$ cat config.mk
export PLATFORM = sky130hd
export DESIGN_NAME = wb_gpio_flat
export DESIGN_NICKNAME = d
export VERILOG_FILES = /design/src/rtl/wb_gpio_if.sv /design/src/rtl/wb_gpio.sv /design/src/flat_wrapper.sv
export SDC_FILE = /design/constraint.sdc
export NUM_CORES = 1
export LEC_CHECK = 0
export CAP_MARGIN = 20
export CELL_PAD_IN_SITES_DETAIL_PLACEMENT = 1
export CELL_PAD_IN_SITES_GLOBAL_PLACEMENT = 1
export CORE_AREA = 8 8 103 105
export DETAILED_ROUTE_END_ITERATION = 8
export DIE_AREA = 0 0 111 113
export DONT_BUFFER_PORTS = 1
export GPL_ROUTABILITY_DRIVEN = 0
export PLACE_DENSITY_LB_ADDON = 0.08
export SYNTH_ARGS = -nofsm -noshare
export SYNTH_HDL_FRONTEND = slang
export SYNTH_SLANG_ARGS = --single-unit
$ cat constraint.sdc
create_clock -name clk -period 1.6 [get_ports clk]
set_clock_uncertainty 0.1 [all_clocks]
set_input_delay 0.16 -clock clk [delete_from_list [all_inputs] [get_ports clk]]
set_output_delay 0.16 -clock clk [all_outputs]
set_load 0.01 [all_outputs]
$ cat src/rtl/wb_gpio_if.sv
// rtl/wb_gpio_if.sv - Wishbone B4 pipelined bus bundle used by wb_gpio
interface wb_if;
  logic [31:0] adr;
  logic [31:0] dat_m;
  logic [31:0] dat_s;
  logic [3:0]  sel;
  logic        we;
  logic        cyc;
  logic        stb;
  logic        ack;
  logic        stall;
  logic        err;

  modport slave (
    input  adr, dat_m, sel, we, cyc, stb,
    output dat_s, ack, stall, err
  );

  modport master (
    output adr, dat_m, sel, we, cyc, stb,
    input  dat_s, ack, stall, err
  );
endinterface

$ cat src/rtl/wb_gpio.sv
// rtl/wb_gpio.sv - Wishbone GPIO: set/clear outputs, synchronised inputs, edge interrupts
// Define GPIO_DEBOUNCE_EN to add per-pin debounce counters (DEBOUNCE_CYCLES).
module wb_gpio #(
  parameter int NOUT            = 4,
  parameter int NIN             = 8,
  parameter int DEBOUNCE_CYCLES = 1000
) (
  input  logic            clk,
  input  logic            rst,
  wb_if.slave             wb,
  input  logic [NIN-1:0]  gpio_in,
  output logic [NOUT-1:0] gpio_out,
  output logic            irq
);
  localparam logic [2:0] OFF_OUT  = 3'd0;
  localparam logic [2:0] OFF_IN   = 3'd1;
  localparam logic [2:0] OFF_RISE = 3'd2;
  localparam logic [2:0] OFF_FALL = 3'd3;
  localparam logic [2:0] OFF_PEND = 3'd4;
  localparam logic [2:0] OFF_SET  = 3'd5;
  localparam logic [2:0] OFF_CLR  = 3'd6;

  logic [NOUT-1:0] out_q;
  logic [NIN-1:0]  rise_en, fall_en, pend, pend_clr;
  logic [NIN-1:0]  sync0, sync1, d, d_next, rise, fall;
  logic            req, wr, rd;
  logic [2:0]      off;
  logic [31:0]     wmask, wdata_m, rdata;
  logic            unused_bits;

  assign req         = wb.cyc & wb.stb;
  assign wr          = req & wb.we;
  assign rd          = req & ~wb.we;
  assign off         = wb.adr[4:2];
  assign wmask       = {{8{wb.sel[3]}}, {8{wb.sel[2]}}, {8{wb.sel[1]}}, {8{wb.sel[0]}}};
  assign wdata_m     = wb.dat_m & wmask;
  assign wb.stall    = 1'b0;
  assign wb.err      = 1'b0;
  assign unused_bits = ^{wb.adr[31:5], wb.adr[1:0]};
  assign gpio_out    = out_q;

  always_ff @(posedge clk) begin
    if (rst) begin
      sync0 <= '0;
      sync1 <= '0;
    end else begin
      sync0 <= gpio_in;
      sync1 <= sync0;
    end
  end

`ifdef GPIO_DEBOUNCE_EN
  localparam int CW = (DEBOUNCE_CYCLES > 1) ? $clog2(DEBOUNCE_CYCLES) : 1;
  localparam logic [CW-1:0] CNT_MAX = CW'(DEBOUNCE_CYCLES - 1);

  logic [CW-1:0] cnt [NIN];

  // The pin is accepted on the DEBOUNCE_CYCLES-th consecutive cycle that it differs from d.
  always_comb begin
    d_next = d;
    for (int i = 0; i < NIN; i++) begin
      if (sync1[i] != d[i] && cnt[i] == CNT_MAX) d_next[i] = sync1[i];
    end
  end

  always_ff @(posedge clk) begin
    if (rst) begin
      d <= '0;
      for (int i = 0; i < NIN; i++) cnt[i] <= '0;
    end else begin
      d <= d_next;
      for (int i = 0; i < NIN; i++) begin
        if (sync1[i] == d[i] || cnt[i] == CNT_MAX) cnt[i] <= '0;
        else cnt[i] <= cnt[i] + 1'b1;
      end
    end
  end
`else
  assign d      = sync1;
  assign d_next = sync0;
`endif

  assign rise     = d_next & ~d;
  assign fall     = ~d_next & d;
  assign pend_clr = (wr && off == OFF_PEND) ? wdata_m[NIN-1:0] : '0;

  always_comb begin
    rdata = '0;
    case (off)
      OFF_OUT:  rdata[NOUT-1:0] = out_q;
      OFF_IN:   rdata[NIN-1:0]  = d;
      OFF_RISE: rdata[NIN-1:0]  = rise_en;
      OFF_FALL: rdata[NIN-1:0]  = fall_en;
      OFF_PEND: rdata[NIN-1:0]  = pend;
      default:  rdata = '0;
    endcase
  end

  always_ff @(posedge clk) begin
    if (rst) begin
      out_q    <= '0;
      rise_en  <= '0;
      fall_en  <= '0;
      pend     <= '0;
      irq      <= 1'b0;
      wb.ack   <= 1'b0;
      wb.dat_s <= '0;
    end else begin
      wb.ack   <= req;
      wb.dat_s <= rd ? rdata : '0;
      irq      <= |pend;
      // New edges are OR-ed in after the clear so a coincident event survives.
      pend     <= (pend & ~pend_clr) | (rise & rise_en) | (fall & fall_en);
      if (wr) begin
        case (off)
          OFF_OUT:  out_q   <= (out_q & ~wmask[NOUT-1:0]) | wdata_m[NOUT-1:0];
          OFF_RISE: rise_en <= (rise_en & ~wmask[NIN-1:0]) | wdata_m[NIN-1:0];
          OFF_FALL: fall_en <= (fall_en & ~wmask[NIN-1:0]) | wdata_m[NIN-1:0];
          OFF_SET:  out_q   <= out_q | wdata_m[NOUT-1:0];
          OFF_CLR:  out_q   <= out_q & ~wdata_m[NOUT-1:0];
          default:  ;
        endcase
      end
    end
  end
endmodule

$ cat src/flat_wrapper.sv
// flat-port wrapper written by rule: the top's interface ports become plain ports
module wb_gpio_flat 
#(
  parameter int NOUT            = 4,
  parameter int NIN             = 8,
  parameter int DEBOUNCE_CYCLES = 1000
)
  (clk, rst, gpio_in, gpio_out, irq, wb_adr, wb_dat_m, wb_sel, wb_we, wb_cyc, wb_stb, wb_dat_s, wb_ack, wb_stall, wb_err);
  wb_if wb_i ();
  input  logic clk;
  input  logic rst;
  input  logic [NIN-1:0] gpio_in;
  output logic [NOUT-1:0] gpio_out;
  output logic irq;
  input wire logic [$bits(wb_i.adr)-1:0] wb_adr;
  input wire logic [$bits(wb_i.dat_m)-1:0] wb_dat_m;
  input wire logic [$bits(wb_i.sel)-1:0] wb_sel;
  input wire logic [$bits(wb_i.we)-1:0] wb_we;
  input wire logic [$bits(wb_i.cyc)-1:0] wb_cyc;
  input wire logic [$bits(wb_i.stb)-1:0] wb_stb;
  output wire logic [$bits(wb_i.dat_s)-1:0] wb_dat_s;
  output wire logic [$bits(wb_i.ack)-1:0] wb_ack;
  output wire logic [$bits(wb_i.stall)-1:0] wb_stall;
  output wire logic [$bits(wb_i.err)-1:0] wb_err;
  assign wb_i.adr = wb_adr;
  assign wb_i.dat_m = wb_dat_m;
  assign wb_i.sel = wb_sel;
  assign wb_i.we = wb_we;
  assign wb_i.cyc = wb_cyc;
  assign wb_i.stb = wb_stb;
  assign wb_dat_s = wb_i.dat_s;
  assign wb_ack = wb_i.ack;
  assign wb_stall = wb_i.stall;
  assign wb_err = wb_i.err;
  wb_gpio #(.NOUT(NOUT), .NIN(NIN), .DEBOUNCE_CYCLES(DEBOUNCE_CYCLES)) u_core (.clk(clk), .rst(rst), .wb(wb_i), .gpio_in(gpio_in), .gpio_out(gpio_out), .irq(irq));
endmodule
==> summary.txt <==
Outcome
  • Status: completed

Finish
  • Commonest non-fill, non-tap cell in the layout: dfxtp_1
  • P&R area growth vs syn: 13.1%
  • N_diodes: 0
  • Fill cells: 1,017
  • Fin nets: 383
  • Most frequent cells in the layout: 54 x dfxtp_1, 26 x conb_1, 24 x nand2b_1, 23 x nand3b_1, 21 x dlygate4sd3_1
  • Fin util: about a third
  • Layout cells sized above 1: between 10 and 15%
  • Multi-input gate area: 1320 um^2
  • Reg area: 1080 um^2

Worst setup path
  • Crit Path Class: input pin to register
  • Max incr delay on CP: around 0.65 ns
  • Crit Path Max Fanout: 14
  • CP required: 1.74 ns
  • Critical path launch point type: input pin
  • R2R Path End: u_core.wb.dat_s[0]
  • WP data arrival: approximately 1.6 ns
  • R2R setup slack: 0.46 ns
  • Reg-to-Reg Start: u_core.gpio_out[0]
  • Worst r2r path cells: 3
  • Critical path launch point: wb_adr[4]
  • Crit. End Element: register
  • CP cell instances: dlygate4sd3_1 > nor2b_2 > and3_1 > buf_4 > mux2i_1
  • Slowest-stage cell, CP: dlygate4sd3_1

Detailed routing
  • Final wirelength: 7.50 mm
  • DRC: 0
  • Vias: 1,992
  • Vias per cell: ~4.8
  • Post-route ant nets: 0
  • Routed WL per cell: approximately 18 um
  • Drt pass-1 iters: 4
  • Initial DRC Count: 70

STA
  • Final period utilization: just over 90%
  • Hold_ws: 0.0111 ns
  • Max-slew violations: 0
  • RSZ-0062 raised after global routing: false
  • Fmax: 674 MHz
  • Min cycle time layout: 1.48 ns
  • Setup TNS: 0 ns
  • Final hold violation count: 0
  • Final worst slack: 0.117 ns
  • Final setup fails: 0

Logic synthesis
  • Post-Syn Area: between 2000 and 3000 um^2
  • Mean post-synth cell area: about 9.5 um^2
  • Post-synthesis sequential area ratio: 40.9%
  • FF+latch count, synth: 54
  • Yosys warning total: 0
  • Cells after synthesis: 279
  • Post-synth top area share: 40.9%
  • Synth area leader: dfxtp_1
  • Top cells by area, synth: dfxtp_1 41%, buf_4 8.2%, nand3b_1 6.5%
  • Synth cell types: 35

Floorplan
  • Die Ht: 113 um
  • FP Rows: 35
  • Initial Util: slightly below 30%
  • IO Pins: 121
  • Die Width: 111 um
  • DIE AREA: 12,500 um^2
  • Core area: 8980 um^2

GRT
  • Initial antenna violation count: 0
  • Pin count of the biggest net entering global routing: 55
  • First-pass GRT wire length: 12.2 mm
  • Overall Global Routing Usage: 12.2%
  • Remaining Overflow, GRT: 0
  • Vias in the first global route: 2,089

CTS
  • Clock-pin slew on the worst setup and hold paths: 0.10 ns
  • Clock H-tree levels: 2
  • Clock root buffer: clkbuf_8
  • Cts bufs inserted: 5
  • Number of setup buffers added after CTS: 0
  • Clk_lat worst skew: between 0.3 and 0.4 ns
  • CTS tree: yes
  • Sink Count: 54
  • Max clock buf depth: 2

Power
  • Power Density: 797 nW/um^2
  • Total Power: 2380 uW
  • Static Leak: 0.00112 uW
  • Worst vdd ir: 344 uV

Placed design
  • DP HPWL: between 4 and 5 mm
  • Pre-CTS WS: 0.266 ns
  • Port bufs: 0

Run
  • Max-Cap Viols: 0

Worst hold path
  • HP Class: input pin to register
[report_power, final]
part           leakage, uW  switching, uW  internal [uW]
combinational     0.000634            116            105
sequential        0.000439           17.1           1370
clock            0.0000431            441            336
[how the worst min path moves through the flow]
| stage | start | to | slack, ns | depth (start not counted) |
|---|---|---|---|---|
| floorplan | wb_stb | u_core.wb.ack | 0.17 | 2 |
| global placement | rst | u_core.pend[7] | 0.14 | 1 |
| detailed placement | rst | u_core.wb.ack | 0.14 | 1 |
| CTS | wb_adr[3] | u_core.wb.dat_s[1] | 0.003 | 3 |
| global route | wb_adr[3] | u_core.wb.dat_s[1] | 0.02 | 3 |
| finish | wb_adr[3] | u_core.wb.dat_s[1] | 0.01 | 3 |
[cell usage after synthesis]
cell and instances:
a22oi_1 5, and4_1 1, nand2_1 6, nand4_1 5
o311ai_0 4, xor2_1 1, xnor2_1 1, o31ai_1 8
nand3_1 6, buf_6 2, o21bai_1 1, a31oi_1 8
a32oi_1 1, mux2_2 11, buf_4 29, nor3b_1 5
inv_1 13, mux2i_1 16, a21o_1 3, a21oi_1 9
nand2b_1 24, a21bo_4 1, nor2_1 4, or3b_1 1
buf_2 3, nor4bb_1 1, clkbuf_1 8, and3_1 1
o21ai_0 1, o211a_1 1, nor2b_1 19, conb_1 1
nand3b_1 23, dfxtp_1 54, nor4_1 2
[layer usage]
layer	routed length (um)	GRT usage, %
met5	0	0
met4	82	3.24
met3	437	3.70
met2	3370	19.1
met1	3610	16.0
[what timing repair did]
item | CTS | global route
hold endpoints to repair | 51 | 0
gates resized for setup | 0 | 1
hold buffers | 22 | 0
endpoints found under the setup margin | 0 | 5
[cells by family after synthesis]
group,synth area share (%)
AOI/OAI and AO/OA,11.3
xor gates and xnor gates,0.663
buffers and inverters,12.6
DFF,40.9
muxes,10.7
other,0.142
and+or+nand+nor,23.6
[critical path, delay by kind of cell]
kind                   cells  cell delay, ns
buffers and inverters      2            0.85
and+or+nand+nor            2            0.40
muxes                      1            0.20
[through the flow]
stage / cells / area, um^2
final: 412 / 2990
after global routing: 412 / 2990
after CTS: 412 / 2990
after detailed placement: 384 / 2670
after global placement: 384 / 2670
after floorplan: 304 / 2740
[layout make-up]
| cell class | count | share of cell area (%) |
|---|---|---|
| multi-input combinational | 195 | 44.3 |
| sequential | 54 | 36.2 |
| timing repair buffer | 33 | 10.5 |
| tap | 111 | 4.65 |
| clock buffer | 6 | 2.76 |
| inverter | 13 | 1.63 |
Note: power is estimated with default switching activity, not from simulation.
